[src/rtl/router_out_reader.sv]
// rtl/router_out_reader.sv - read-side controller for one router output port (FIFO drain, client handshake, framing, timeout)
// Optional OUT_PARITY_CHK_EN builds a per-packet running-XOR parity check driving parity_err.
module router_out_reader #(
  parameter int TIMEOUT_CYC = 30,
  parameter int TMO_W       = 5
) (
  input  logic       clock,
  input  logic       resetn,
  input  logic       fifo_empty,
  input  logic [7:0] fifo_data,
  output logic       fifo_rd_en,
  output logic       fifo_soft_reset,
  input  logic       read_in,
  output logic       vld_out,
  output logic [7:0] data_out,
  output logic       sop_out,
  output logic       eop_out,
  output logic       parity_err
);

  typedef enum logic [1:0] {IDLE, WAIT, HOLD, DROP} state_t;

  localparam logic [TMO_W-1:0] TMO_LAST = TMO_W'(TIMEOUT_CYC - 1);

  state_t           state;
  logic [6:0]       remaining;
  logic             next_is_header;
  logic [TMO_W-1:0] tmo_cnt;
  logic             last_byte;

  assign last_byte = (remaining == 7'd1);

  always_comb begin
    fifo_rd_en = 1'b0;
    if (resetn) begin
      case (state)
        IDLE:    fifo_rd_en = !fifo_empty;
        HOLD:    fifo_rd_en = read_in && !fifo_empty;
        default: fifo_rd_en = 1'b0;
      endcase
    end
  end

  always_ff @(posedge clock) begin
    if (!resetn) begin
      state           <= IDLE;
      vld_out         <= 1'b0;
      sop_out         <= 1'b0;
      eop_out         <= 1'b0;
      fifo_soft_reset <= 1'b0;
      data_out        <= 8'h00;
      remaining       <= 7'd0;
      next_is_header  <= 1'b1;
      tmo_cnt         <= '0;
    end else begin
      fifo_soft_reset <= 1'b0;
      case (state)
        IDLE: begin
          tmo_cnt <= '0;
          if (fifo_rd_en) state <= WAIT;
        end
        WAIT: begin
          data_out <= fifo_data;
          vld_out  <= 1'b1;
          tmo_cnt  <= '0;
          state    <= HOLD;
          if (next_is_header) begin
            sop_out        <= 1'b1;
            eop_out        <= 1'b0;
            remaining      <= {1'b0, fifo_data[7:2]} + 7'd1;
            next_is_header <= 1'b0;
          end else begin
            sop_out   <= 1'b0;
            eop_out   <= last_byte;
            remaining <= remaining - 7'd1;
            if (last_byte) next_is_header <= 1'b1;
          end
        end
        HOLD: begin
          // A transfer in the threshold cycle beats the timeout.
          if (read_in) begin
            vld_out <= 1'b0;
            tmo_cnt <= '0;
            state   <= fifo_rd_en ? WAIT : IDLE;
          end else if (tmo_cnt == TMO_LAST) begin
            tmo_cnt         <= '0;
            fifo_soft_reset <= 1'b1;
            state           <= DROP;
          end else begin
            tmo_cnt <= tmo_cnt + 1'b1;
          end
        end
        DROP: begin
          vld_out        <= 1'b0;
          sop_out        <= 1'b0;
          eop_out        <= 1'b0;
          tmo_cnt        <= '0;
          next_is_header <= 1'b1;
          remaining      <= 7'd0;
          state          <= IDLE;
        end
        default: state <= IDLE;
      endcase
    end
  end

`ifdef OUT_PARITY_CHK_EN
  logic [7:0] acc;

  always_ff @(posedge clock) begin
    if (!resetn) begin
      acc        <= 8'h00;
      parity_err <= 1'b0;
    end else if (state == WAIT) begin
      if (next_is_header) begin
        acc        <= fifo_data;
        parity_err <= 1'b0;
      end else if (last_byte) begin
        parity_err <= (acc != fifo_data);
      end else begin
        acc        <= acc ^ fifo_data;
        parity_err <= 1'b0;
      end
    end else if (state == DROP) begin
      parity_err <= 1'b0;
    end
  end
`else
  assign parity_err = 1'b0;
`endif

endmodule

[config.mk]
export PLATFORM = sky130hd
export DESIGN_NAME = router_out_reader
export DESIGN_NICKNAME = d
export VERILOG_FILES = /design/src/rtl/router_out_reader.sv
export SDC_FILE = /design/constraint.sdc
export NUM_CORES = 1
export LEC_CHECK = 0
export CAP_MARGIN = 5
export CORE_ASPECT_RATIO = 1.25
export CORE_MARGIN = 4
export CORE_UTILIZATION = 45
export CTS_BUF_LIST = sky130_fd_sc_hd__clkbuf_16
export DETAILED_ROUTE_END_ITERATION = 8
export PLACE_DENSITY = 0.74
export SLEW_MARGIN = 25
export SYNTH_ARGS = -nofsm -noshare
export SYNTH_HDL_FRONTEND = slang
export SYNTH_SLANG_ARGS = --single-unit
[constraint.sdc]
create_clock -name clock -period 1.3 [get_ports clock]
set_input_delay 0.39 -clock clock [delete_from_list [all_inputs] [get_ports clock]]
set_output_delay 0.39 -clock clock [all_outputs]
set_load 0.01 [all_outputs]
Word-level counts from Yosys, hierarchy flattened
Index checks and enable logic that the tools add are counted.
{ "classes": {"n_eq_ne": 8, "n_reduce_logical": 9, "addsub": 3, "n_bitwise": 2, "mux": 22} }
{ "ops": {"columns": ["operator", "n"], "rows": [
  ["$pmux W7 S2", 1],
  ["$mux W5", 2],
  ["$pmux W5 S2", 1],
  ["$mux W1", 8],
  ["$pmux W1 S2", 4],
  ["$pmux W2 S4", 1],
  ["$add A6 B1 Y7 const B", 1],
  ["$eq A7 B1 Y1 const B", 1],
  ["$mux W7", 1],
  ["$sub A7 B1 Y7 const B", 1],
  ["$mux W2", 3],
  ["$reduce_or A3 Y1", 2],
  ["$add A5 B1 Y5 const B", 1],
  ["$eq A5 B5 Y1 const B", 1],
  ["$eq A2 B2 Y1 const B", 2],
  ["$ne A2 B2 Y1 const B", 2],
  ["$reduce_and A2 Y1", 2],
  ["$ne A3 B3 Y1 const B", 1],
  ["$pmux W1 S3", 1],
  ["$reduce_bool A3 Y1", 1],
  ["$eq A2 B1 Y1 const B", 1],
  ["$logic_not A2 Y1", 1],
  ["$not A1 Y1", 2],
  ["$reduce_bool A2 Y1", 1],
  ["other kinds (2)", 2]
]} }
{ "totals": {"reg_bits": 27, "inputBits": 12, "output_inout_bits": 14, "elab_cells": 53} }

Longest topological paths before layout
Gate-level depths: netlist of run 1.
{ "logic_depth": {"ltp_word": 7, "depth_mapped": 6, "depth_no_buf": 6} }

Worst setup path after synthesis of run 1
OpenSTA, ideal clock, no wires.
{ "synth_path": {"path_kind": "flip-flop to flip-flop", "start": "register remaining[2]", "end": "register eop_out", "n_path_buf": 0, "path_stages_with_launch": 5, "setup_time_ns": 0.065, "arrival_time_ns": 1.325, "path_slack_ns": -0.090, "synth_period_minus_slack_ns": 1.390, "t_required_ns": 1.235, "cell_sequence": "dfxtp_1 -> or4_4 -> nor4b_4 -> a21oi_1 -> nor2b_1"} }
{ "synth_via": {"elab_chain_len": 3} }
{ "synth_rtl": {"columns": ["element", "line", "text"], "rows": [
  ["start, declared", "26", "logic [6:0] remaining;"],
  ["start signal, assigned", "70", "remaining <= {1'b0, fifo_data[7:2]} + 7'd1;"],
  ["start signal, assigned", "75", "remaining <= remaining - 7'd1;"],
  ["$eq A7 B1 Y1", "31", "assign last_byte = (remaining == 7'd1);"],
  ["$mux W1", "67", "if (next_is_header) begin"],
  ["$pmux W1 S2", "57", "case (state)"],
  ["end signal, assigned", "74", "eop_out <= last_byte;"],
  ["end, declared", "17", "output logic eop_out,"]
]} }
Every way passes these cells.
A chain may end at the register's enable or synchronous reset.

Worst setup path after layout of run 1
{ "layout_path": {"start": "register remaining[4]", "end": "register remaining[6]"} }
{ "layout_via": {"elab_chain_len": 3} }
{ "layout_rtl": {"columns": ["element", "line"], "rows": [
  ["$sub A7 B1 Y7", "75"],
  ["$mux W7", "67"],
  ["$pmux W7 S2", "57"]
]} }
Every way passes these cells.

==> flow_summary_export.csv, run 1 <==
group,metric,value,unit
die,coreArea,2760,um^2
clock_tree,htreeDepth,1,
pwr,p_per_area,1040,nW/um^2
clock_tree,cts_buffer_depth,2,
placement,numPortBuffers,24,
run_status,status,"finished, violations left",
critical_path,rr_startpoint,"remaining[4]",
die,fp.dieH,69.0,um
clock_tree,cts_tree,"built",
sta,timing.final.ws_setup,-0.112,ns
route,ant_nets,0,
logic_synthesis,synth_most_common_cell,"dfxtp_1",
pwr,p_int,0.00153,W
route,wl_per_cell,14.0,um
clock_tree,clkTransAtPathRegs,0.07,ns
placement,gp_congestion,0.815,
grt,grt_max_degree,23,
sta,rsz0062_at_grt,"true",
grt,antenna_found_initial,0,
grt,grt_pass1_vias,1275,
logic_synthesis,yosys_warnings,0,
sta,layout_min_cycle_time,1.41,ns
logic_synthesis,synth-edff-count,0,
hold_path,hp-start,"tmo_cnt[0]",
route,initialDrtViolationCount,10,
layout,diodes,0,
pwr,seqPwrFrac,43.7,%
run,maxCapViolations,0,
hold_path,hold_path_class,"flop to flop",
sta,report.final.slew_viol_count,0,
run_status,violations,"negative setup slack",
die,start_util,48.6,%
die,die-width,56.8,um
logic_synthesis,synthCells,157,
route,drt_first_pass_iters,4,
logic_synthesis,synth_seq_cells,27,
critical_path,arrival,1.56,ns
grt,grt_pass1_wl,5690,um
sta,hold_viol_final,0,
pwr,swShare,25.6,%
clock_tree,clk_latency,0.26,ns
sta,setup_viol,5,
pwr,ir_drop,0.909,mV
placement,dp_hpwl,2230,um
layout,drive_above_1_share,29.1,%
route,remaining_drc_errors,0,
grt,overflow,0,
die,dieArea,3920,um^2
placement,dpl_cell_area,1780,um^2
pwr,p_clk_share,33.6,%
logic_synthesis,synth.area.top_cells,"dfxtp_1 40%, nand2_1 6.2%, a21boi_0 5.0%, ha_1 4.7%, nor2b_1 3.7%",
clock_tree,cts_sinks,27,
layout,fin_area,1980,um^2
logic_synthesis,syn_nets,174,
critical_path,start_kind,"flop",
pwr,p_leak,0.833,nW
route,num_vias,1243,
die,core.rowCount,21,
sta,clock_skew,0.00739,ns
clock_tree,cts_root_buf,"clkbuf_16",
logic_synthesis,synth.largest_area_cell,"dfxtp_1",
logic_synthesis,yosysSeqAreaShare,40.3,%
pwr,power,0.00205,W
clock_tree,cts_buffers,3,
grt,grtUsageTotal,17.9,%
logic_synthesis,syn_area,1340,um^2
critical_path,crit_start,"remaining[4]",
sta,max_freq,708,MHz
logic_synthesis,synthFlopType,"dfxtp_1",
critical_path,critPathCaptureType,"flop",
logic_synthesis,synth.distinct_cells,35,
logic_synthesis,async_flop_share,0,%
die,pin_count,26,
pwr,pwr-share-comb,22.6,%
sta,fin_crit_sh,109,%
layout,syn_to_final_growth,47.5,%
logic_synthesis,yosys-top-cells-count,"27 x dfxtp_1, 22 x nand2_1, 9 x a21boi_0, 9 x nor2_1, 8 x nor2b_1",
logic_synthesis,post_synth.cell_area_avg,8.54,um^2
critical_path,path_max_fanout,3,
layout,nets,221,
route,drt_wl_total,3320,um
critical_path,cp.required,1.45,ns
logic_synthesis,yosysTopAreaCellShare,40.3,%
critical_path,crit_type,"flop to flop",
pwr,p_switching,0.000525,W
route,via_per_inst,5.24,
==> kinds of logic (layout without fill, tap and decap cells) <==
family,count (synthesis),count (layout),synth area share [%]
other,1,1,0.280
buffers and inverters,13,59,4.11
flip-flops,27,27,40.3
AND/OR/NAND/NOR,70,70,28.5
AO/OA/AOI/OAI,32,32,16.1
XOR/XNOR,7,7,4.58
adder cells (fa/ha/maj),5,5,4.67
multiplexers,2,2,1.49
==> through the flow <==
| stage | TNS, ns | setup WS, ns | hold slack [ns] | utilization (%) | std cells |
|---|---|---|---|---|---|
| after detailed placement | -5.86 | -0.792 | 0.454 | 64.5 | 231 |
| after floorplan | -0.0114 | -0.0114 | 0.433 | - | 157 |
| after global routing | -0.732 | -0.169 | 0.490 | 71.7 | 237 |
| after CTS | -0.365 | -0.137 | 0.468 | 68.8 | 236 |
| final | -0.400 | -0.112 | 0.464 | 71.7 | 237 |
| after global placement | -5.21 | -0.754 | 0.448 | 64.5 | 231 |
==> power by group through the flow <==
stage	clock, W	combinational, W	sequential, W
after floorplan	0	0.000207	0.000921
after global placement	0	0.000395	0.000911
after detailed placement	0	0.000400	0.000913
after CTS	0.000700	0.000419	0.000895
after global routing	0.000740	0.000507	0.000903
final	0.000690	0.000464	0.000897
==> critical path, cell delays in order (launching register included) <==
cell	delay, ns
dfxtp_2	0.32
or4_4	0.55
buf_4	0.16
nor2_4	0.07
xnor2_1	0.12
o21ai_1	0.08
==> layout make-up <==
cell class,count,area (um^2)
repair buffers,50,419
clock inverters,1,3.75
flip-flops and latches,27,549
fillers,233,782
well taps,34,42.5
clock buffers,3,75.1
inverters,5,18.8
multi-input cells,117,868
==> placed cells by master, fill, tap and decap left out, types with 2 or more instances in the layout <==
| cell type | instances |
|---|---|
| buf_6 | 3 |
| nand2b_4 | 3 |
| dfxtp_2 | 4 |
| clkdlybuf4s15_1 | 5 |
| nor2_1 | 8 |
| buf_4 | 23 |
| nor3_2 | 2 |
| o21a_1 | 2 |
| nor3b_2 | 2 |
| xor2_1 | 5 |
| nor3_4 | 2 |
| nor2b_1 | 7 |
| o21ai_0 | 4 |
| a21oi_2 | 2 |
| mux2i_1 | 2 |
| a21oi_1 | 2 |
| o22ai_1 | 4 |
| inv_1 | 5 |
| dfxtp_1 | 22 |
| clkbuf_16 | 3 |
| a21boi_0 | 9 |
| nand3_1 | 5 |
| dlygate4sd2_1 | 14 |
| clkdlybuf4s50_1 | 3 |
| nand2_1 | 22 |
| xnor2_1 | 2 |
| nand2b_1 | 2 |
| nand3b_1 | 3 |
| ha_1 | 3 |
| and2_1 | 3 |
| or3_4 | 2 |
| o21ai_1 | 2 |
==> final timing paths <==
check | to | slack, ns | depth (start not counted)
setup / recovery | remaining[6] | -0.11 | 5
hold / removal | tmo_cnt[0] | 0.46 | 1
hold reg to reg | tmo_cnt[0] | 0.46 | 1
setup reg to reg | remaining[6] | -0.11 | 5
==> flip-flops by register name, summed over array words and instances (netlist names) <==
| name | cells |
|---|---|
| fifo_soft_reset | 1 |
| data_out | 8 |
| remaining | 7 |
| next_is_header | 1 |
| state | 2 |
| tmo_cnt | 5 |
| eop_out | 1 |
| vld_out | 1 |
| sop_out | 1 |
==> layer usage <==
metal / share of wire, % / global-route usage (%) / vias up / wire [um]
li1: - / - / 628 / -
met1: 43 / 20.5 / 593 / 1430
met2: 52 / 32.6 / 15 / 1740
met3: 2.7 / 3.54 / 7 / 89
met4: 1.8 / 5.41 / 0 / 59
met5: 0 / 0 / - / 0
==> what timing repair did <==
item / in CTS / in global routing
endpoints found under the setup margin: 23 / 19
resized for setup: 43 / 21
hold buffers: 0 / 0
setup buffers: 1 / 1
pin swaps: 9 / 6
Power figures use the tool's default switching activity.
==> run 2: changes to the inputs <==
--- a/config.mk
+++ b/config.mk
@@ -5,13 +5,11 @@
 export SDC_FILE = /design/constraint.sdc
 export NUM_CORES = 1
 export LEC_CHECK = 0
-export CAP_MARGIN = 5
 export CORE_ASPECT_RATIO = 1.25
-export CORE_MARGIN = 4
-export CORE_UTILIZATION = 45
+export CORE_UTILIZATION = 46
 export CTS_BUF_LIST = sky130_fd_sc_hd__clkbuf_16
 export DETAILED_ROUTE_END_ITERATION = 8
-export PLACE_DENSITY = 0.74
+export DONT_BUFFER_PORTS = 1
 export SLEW_MARGIN = 25
 export SYNTH_ARGS = -nofsm -noshare
 export SYNTH_HDL_FRONTEND = slang
==> run 2 against run 1 <==
The run still ends with negative setup slack left. Global-route usage up 2.7 points. Final cell count down 13%. Clock-buffer cell count unchanged. Clock power up 2%. Sequential power up 2%. Power down 5.2%. Sequential share of layout area up 5.6 points. Combinational power down 30%. Sequential cell count unchanged. Critical path type unchanged.
==> flow_summary_export.csv, run 2 (same netlist as run 1, synthesis figures left out) <==
group,metric,value,unit
layout,nets,190,
sta,report.final.slew_viol_count,0,
route,num_vias,1107,
layout,largest_reg_flops,8,
critical_path,crit_type,"flop to flop",
pwr,p_leak,0.641,nW
placement,numPortBuffers,0,
layout,final_util,60.5,%
grt,grt_pass1_vias,1091,
layout,top_register,"data_out",
clock_tree,cts_root_buf,"clkbuf_16",
placement,gp_congestion,0.759,
placement,dp_cells,199,
critical_path,critPathCaptureType,"flop",
die,coreArea,2730,um^2
layout,reg_top3,"data_out: 8 flops, remaining: 7 flops, tmo_cnt: 5 flops",
sta,max_freq,708,MHz
sta,fin_crit_sh,109,%
layout,stdcell_count,206,
die,dieArea,3130,um^2
run,maxCapViolations,0,
pwr,ir_drop,0.691,mV
route,ant_nets,0,
critical_path,path_max_fanout,4,
sta,setup_viol,6,
sta,rsz0062_at_grt,"true",
route,remaining_drc_errors,0,
placement,dp_hpwl,2050,um
grt,antenna_found_initial,0,
pwr,p_clk_share,36.1,%
grt,grt_pass1_wl,4940,um
pwr,p_int,0.00146,W
die,start_util,49.0,%
pwr,swShare,24.8,%
grt,grtUsageTotal,20.6,%
clock_tree,htreeDepth,1,
run_status,violations,"negative setup slack",
critical_path,cp.required,1.50,ns
route,drt_first_pass_iters,4,
grt,top_usage_layer,"met2",
clock_tree,hold_buffers,0,
route,via_per_inst,5.37,
pwr,pwr-share-comb,16.8,%
die,core.rowCount,21,
layout,diodes,0,
clock_tree,clk_latency,0.26,ns
layout,seq_area,552,um^2
sta,hold_viol_final,0,
critical_path,start_kind,"flop",
die,fp.dieH,62.3,um
layout,final_common_cell,"nand2_1",
grt,overflow,0,
sta,hold_slack,0.193,ns
grt,gr-usage-met1,26.5,%
sta,layout_min_cycle_time,1.41,ns
sta,timing.final.ws_setup,-0.113,ns
hold_path,hold_path_class,"input pin to flop",
clock_tree,cts_buffer_depth,2,
sta,clock_skew,0.00438,ns
run_status,status,"finished, violations left",
layout,drive_above_1_share,24.4,%
grt,grt_max_degree,24,
route,drt_wl_total,2980,um
clock_tree,cts_tree,"built",
critical_path,arrival,1.61,ns
grt,grt.met3_usage,5.64,%
die,die-width,50.3,um
die,pin_count,26,
clock_tree,cts_sinks,27,
layout,final_cell_mix,"22 x nand2_1, 20 x dfxtp_1, 17 x buf_4",
layout,nFillCells,245,
pwr,p_per_area,1180,nW/um^2
clock_tree,cts_buffers,3,
pwr,power,0.00195,W
route,wl_per_cell,14.5,um
clock_tree,clkTransAtPathRegs,0.07,ns
layout,multiInputGateArea,811,um^2
layout,syn_to_final_growth,23.4,%
pwr,p_switching,0.000482,W
grt,met2_usage,31.8,%
route,initialDrtViolationCount,28,
pwr,seqPwrFrac,47.0,%
run 2: cell types whose count changed in the layout (fill, tap and decap cells not counted), sizes merged:
| cell | delta |
|---|---|
| buf | -8 |
| clkdlybuf4s50 | -3 |
| inv | -1 |
| dlygate4sd2 | -14 |
| clkinv | +1 |
| clkbuf | -1 |
| clkdlybuf4s15 | -5 |
run 2: layout make-up:
class,count,share of cell area [%]
well taps,34,2.57
multi-input cells,117,49.0
repair buffers,19,9.08
clock inverters,1,0.303
clock buffers,3,4.54
inverters,5,1.13
flip-flops and latches,27,33.4
run 2: final timing paths:
check / slack, ns / startpoint / to / cells past startpoint
min: 0.19 / resetn / next_is_header / 1
max: -0.11 / remaining[3] / eop_out / 4
max reg2reg: -0.11 / remaining[3] / eop_out / 4
min reg2reg: 0.47 / tmo_cnt[0] / tmo_cnt[0] / 1
run 2: timing repair:
action / CTS / global route
cloned: 0 / 0
pin swaps: 4 / 6
resized for setup: 14 / 6
hold endpoints to repair: 0 / 0
endpoints found under the setup margin: 6 / 10
setup buffers: 1 / 2
run 2: critical path: stages (launching register included):
cell     delay [ns]
dfxtp_2        0.35
or4_4          0.54
nor4b_4        0.26
a21oi_1        0.10
nor2b_1        0.10
run 2: stage by stage:
stage	setup WS [ns]	area (um^2)	TNS (ns)
finish	-0.113	1650	-0.516
global route	-0.195	1650	-0.889
CTS	-0.113	1620	-0.373
detailed placement	-0.0886	1480	-0.316
global placement	-0.0524	1480	-0.111
floorplan	-0.0114	1350	-0.0114
run 2: power by group through the flow:
stage | sequential [W] | clock [W] | combinational (W)
2_1_floorplan | 0.000921 | 0 | 0.000207
3_3_place_gp | 0.000932 | 0 | 0.000271
3_5_place_dp | 0.000933 | 0 | 0.000277
4_1_cts | 0.000914 | 0.000717 | 0.000309
5_1_grt | 0.000920 | 0.000752 | 0.000361
6_report | 0.000915 | 0.000703 | 0.000327
run 2: routing by layer:
metal / vias to the layer above / share of wire (%)
li1: 566 / -
met1: 517 / 47
met2: 17 / 48
met3: 7 / 3.3
met4: 0 / 2.0
met5: - / 0
==> run 3: changes to the inputs <==
--- a/config.mk
+++ b/config.mk
@@ -5,6 +5,7 @@
 export SDC_FILE = /design/constraint.sdc
 export NUM_CORES = 1
 export LEC_CHECK = 0
+export ABC_AREA = 1
 export CORE_ASPECT_RATIO = 1.25
 export CORE_UTILIZATION = 46
 export CTS_BUF_LIST = sky130_fd_sc_hd__clkbuf_16
==> constraint.sdc (replaced) <==
create_clock -name clock -period 1.6 [get_ports clock]
set_input_delay 0.48 -clock clock [delete_from_list [all_inputs] [get_ports clock]]
set_output_delay 0.48 -clock clock [all_outputs]
set_load 0.01 [all_outputs]
==> run 3 against run 2 <==
The flow now finishes without violations. Via count grew 4.9%. Non-clock buffer count fell by 15. Wire length shrank 2.7%. Clock skew grew 0.0027 ns. Sequential power is 18% lower. Final cell count up 3.9%. Critical path type is now flop to primary output. Largest cell class unchanged.
==> flow_summary_export.csv, run 3 <==
group,metric,value,unit
layout,syn_to_final_growth,11.5,%
logic_synthesis,yosys-top-cells-count,"37 x nand2_1, 27 x dfxtp_1, 25 x nor2_1",
critical_path,arrival,1.08,ns
route,via_per_inst,5.43,
clock_tree,clkTransAtPathRegs,0.07,ns
grt,grt_pass1_wl,4680,um
placement,numPortBuffers,0,
clock_tree,cts_buffers,3,
logic_synthesis,yosysTopAreaCellShare,42.6,%
critical_path,cp.required,1.12,ns
pwr,ir_drop,0.630,mV
sta,setup_viol,0,
logic_synthesis,yosysSeqAreaShare,42.6,%
critical_path,critPathCaptureType,"primary output",
layout,top_register,"data_out",
grt,antenna_found_initial,0,
die,core.rowCount,20,
die,start_util,50.2,%
route,drt_first_pass_iters,4,
logic_synthesis,synth_seq_cells,27,
pwr,p_per_area,1080,nW/um^2
pwr,swShare,26.7,%
logic_synthesis,synth.area.top_cells,"dfxtp_1 43%, nand2_1 11%, nor2_1 7.4%, nand3_1 6.3%, inv_1 5.6%",
run,maxCapViolations,0,
die,coreArea,2530,um^2
sta,timing.final.ws_setup,0.0353,ns
route,wl_per_cell,13.6,um
placement,place_ws,0.153,ns
critical_path,start_kind,"flop",
pwr,p_int,0.00112,W
sta,layout_min_cycle_time,1.56,ns
pwr,power,0.00153,W
pwr,seqPwrFrac,49.2,%
logic_synthesis,async_flop_share,0,%
placement,dp_hpwl,2210,um
clock_tree,cts_sinks,27,
grt,grtUsageTotal,21.5,%
pwr,p_leak,0.609,nW
placement,gp_congestion,0.800,
critical_path,rr_startpoint,"remaining[0]",
die,dieArea,2980,um^2
sta,max_freq,639,MHz
sta,fin_crit_sh,97.8,%
route,drt_wl_total,2900,um
sta,rsz0062_at_grt,"false",
pwr,pwr-share-comb,12.5,%
grt,overflow,0,
sta,hold_viol_final,0,
die,pin_count,26,
critical_path,r2r_end,"remaining[6]",
critical_path,crit_type,"flop to primary output",
logic_synthesis,syn_area,1270,um^2
route,num_vias,1161,
critical_path,crit_start,"state[0]",
logic_synthesis,synth.distinct_cells,25,
logic_synthesis,synth-edff-count,0,
grt,grt_max_degree,17,
clock_tree,htreeDepth,1,
layout,largest_reg_flops,8,
route,initialDrtViolationCount,27,
critical_path,ff2ff_setup_slack,0.27,ns
layout,nFillCells,250,
logic_synthesis,synthCells,176,
logic_synthesis,yosys_warnings,0,
pwr,p_switching,0.000408,W
run_status,status,"completed",
logic_synthesis,post_synth.cell_area_avg,7.22,um^2
sta,clock_skew,0.00708,ns
clock_tree,cts_tree,"built",
clock_tree,cts_buffer_depth,2,
clock_tree,cts_root_buf,"clkbuf_16",
layout,drive_above_1_share,9.39,%
pwr,p_clk_share,38.2,%
route,remaining_drc_errors,0,
layout,final_cell_mix,"37 x nand2_1, 26 x dfxtp_1, 25 x nor2_1",
critical_path,setup.worst_path.end,"fifo_rd_en",
layout,nets,199,
logic_synthesis,synth_most_common_cell,"nand2_1",
route,ant_nets,0,
layout,reg_top3,"data_out: 8 flops, remaining: 7 flops, tmo_cnt: 5 flops",
clock_tree,hold_buffers,0,
hold_path,hold_path_class,"input pin to flop",
layout,final_common_cell,"nand2_1",
logic_synthesis,synth.largest_area_cell,"dfxtp_1",
die,fp.dieH,60.7,um
logic_synthesis,synthFlopType,"dfxtp_1",
critical_path,path_max_fanout,6,
die,die-width,49.0,um
sta,tns,0,ns
layout,diodes,0,
critical_path,reg2reg_depth,9,
logic_synthesis,syn_nets,193,
grt,grt_pass1_vias,1086,
sta,report.final.slew_viol_count,0,
clock_tree,clk_latency,0.27,ns
==> run 3: cell type report <==
cell class                 instances  area, um^2  area share [%]
inverter                          21        78.8            5.57
sequential                        27         544            38.4
multi-input combinational        125         639            45.1
timing repair buffer               4        30.0            2.12
clock inverter                     1        7.51           0.530
clock buffer                       3        75.1            5.30
tap                               33        41.3            2.92
==> run 3: critical path: stages, from the launching register on <==
cell and delay (ns):
dfxtp_4 0.37, nor2_2 0.12, inv_1 0.08, nor3_2 0.10
buf_4 0.14
==> run 3: worst min path at each step <==
stage / from / to / depth (start not counted)
floorplan: tmo_cnt[0] / tmo_cnt[0] / 1
global placement: tmo_cnt[0] / tmo_cnt[0] / 1
detailed placement: tmo_cnt[0] / tmo_cnt[0] / 1
CTS: resetn / next_is_header / 1
global route: resetn / next_is_header / 1
finish: resetn / next_is_header / 1
==> run 3: stage by stage <==
step / utilization [%] / std cells / instance area [um^2] / hold slack (ns)
after detailed placement: 52.4 / 210 / 1330 / 0.458
after CTS: 56.0 / 214 / 1420 / 0.315
after global placement: 52.4 / 210 / 1330 / 0.448
after global routing: 56.0 / 214 / 1420 / 0.309
after floorplan: - / 176 / 1270 / 0.433
final: 56.0 / 214 / 1420 / 0.314
==> run 3: logic make-up after synthesis <==
logic type | Yosys count | synth area share (%)
buffers and inverters | 24 | 7.49
XOR/XNOR | 4 | 2.76
flip-flops | 27 | 42.6
other | 1 | 0.295
AND/OR/NAND/NOR | 91 | 31.5
adder cells (fa/ha/maj) | 5 | 4.93
AO/OA/AOI/OAI | 24 | 10.4
==> run 3: repair_timing <==
action / 4_1_cts / 5_1_grt
resized for setup: 3 / 0
hold endpoints to repair: 0 / 0
endpoints found under the setup margin: 1 / 0
setup buffers: 0 / 0
==> run 3: power by group through the flow <==
stage	logic, W	registers, W	clock network [W]
after floorplan	0.000153	0.000760	0
after global routing	0.000221	0.000759	0.000628
final	0.000192	0.000754	0.000585
after detailed placement	0.000191	0.000768	0
after CTS	0.000193	0.000754	0.000595
after global placement	0.000188	0.000768	0
==> run 3: routing by layer <==
layer  track usage (%)  routed length, um
met5                 0                  0
met4              17.6                144
met3              5.01                120
met2              37.1               1410
met1              22.9               1220
==> RTL change: new RTL, config.mk and constraints of run 1 <==
The 4 states of `state_t` get a Gray code encoding in 2 bits.
--- a/src/rtl/router_out_reader.sv
+++ b/src/rtl/router_out_reader.sv
@@ -18,7 +18,7 @@
   output logic       parity_err
 );
 
-  typedef enum logic [1:0] {IDLE, WAIT, HOLD, DROP} state_t;
+  typedef enum logic [1:0] {IDLE = 2'b00, WAIT = 2'b01, HOLD = 2'b11, DROP = 2'b10} state_t;
 
   localparam logic [TMO_W-1:0] TMO_LAST = TMO_W'(TIMEOUT_CYC - 1);
 
Function: no difference found for any inputs over 10 cycles, from zero or initial values and one cycle with resetn low; not proved beyond that.
==> RTL change against run 1 <==
Wire length grew 33%. Clock skew shrank 0.0066 ns. Highest routed layer unchanged. Final area grew 16%. Critical path depth grew 3. Core utilization grew 4.8 points. Setup slack lost 0.45 ns. The run still ends with negative setup slack left. Synthesized area grew 7.2%. Via count grew 18%. Sequential cell count is the same.
Power is not compared: it rests on default switching activity, and its combinational part moved more than twofold at a synthesized area within 25%.
==> RTL change: results (changes against run 1) <==
logic_synthesis:
  syn_nets: 183  # +5.2%
  syn_area_per_cell_sq_um: 8.92  # +4.5%
  ys_top_cells_by_area: "dfxtp_1, ha_1, nor2_1, mux2i_1, nand3_1"
  netlist_top_cells_count: "dfxtp_1, nor2_1, ha_1"
global_route:
  grtUsageMet3_pct: 3.10  # -0.44 points
  grt_start_max_net_pins: 15  # -35%
  first_global_vias: 1595  # +25%
route:
  wl_met1_um: 1770  # +23%
  route.met2.wl_um: 2350  # +35%
status:
  violations: "negative setup slack"
  status: "finished, violations left"
sta:
  setup_tns_ns: -5.69  # -5.29 ns
  finalClockSkew_ns: 0.000842  # -0.00655 ns
  setup_viol: 20  # +15
  worst_slack_ns: -0.566  # -0.454 ns
placement:
  place_ws_ns: -1.06  # -0.265 ns
  dpl.hpwl_um: 2940  # +32%
finish:
  multi_input_area_share_pct: 42.3  # -1.6 points
  drive_gt1_share_pct: 38.9  # +9.8 points
  nMultiInputCombCells: 118  # +0.85%
  area_growth_pct: 59.8
  nNonClkBuffers: 72  # +44%
  inv_count: 8  # +3
clock_tree:
  cts_resized: 51  # +19%
power:
  power_mw: 5.21
RTL change: path summary, 6_finish.rpt:
| kind | startpoint | end | slack, ns | cells past startpoint |
|---|---|---|---|---|
| worst max-delay path | state[0]$_SDFFE_PN0P_ | state[0]$_SDFFE_PN0P_ | -0.57 | 8 |
| worst min-delay path | sop_out$_SDFFE_PN0P_ | sop_out$_SDFFE_PN0P_ | 0.48 | 2 |
| worst max register to register | state[0]$_SDFFE_PN0P_ | state[0]$_SDFFE_PN0P_ | -0.57 | 8 |
| worst min register to register | sop_out$_SDFFE_PN0P_ | sop_out$_SDFFE_PN0P_ | 0.48 | 2 |
RTL change: logic make-up after synthesis:
kind of cell / count (synthesis) / share of synthesized area (%)
compound gates: 32 / 16.3
buf+inv: 16 / 5.92
other cells: 1 / 0.261
mux: 8 / 5.58
xor+xnor: 8 / 4.88
fa+ha+maj: 10 / 8.71
simple gates: 59 / 20.7
flops: 27 / 37.6
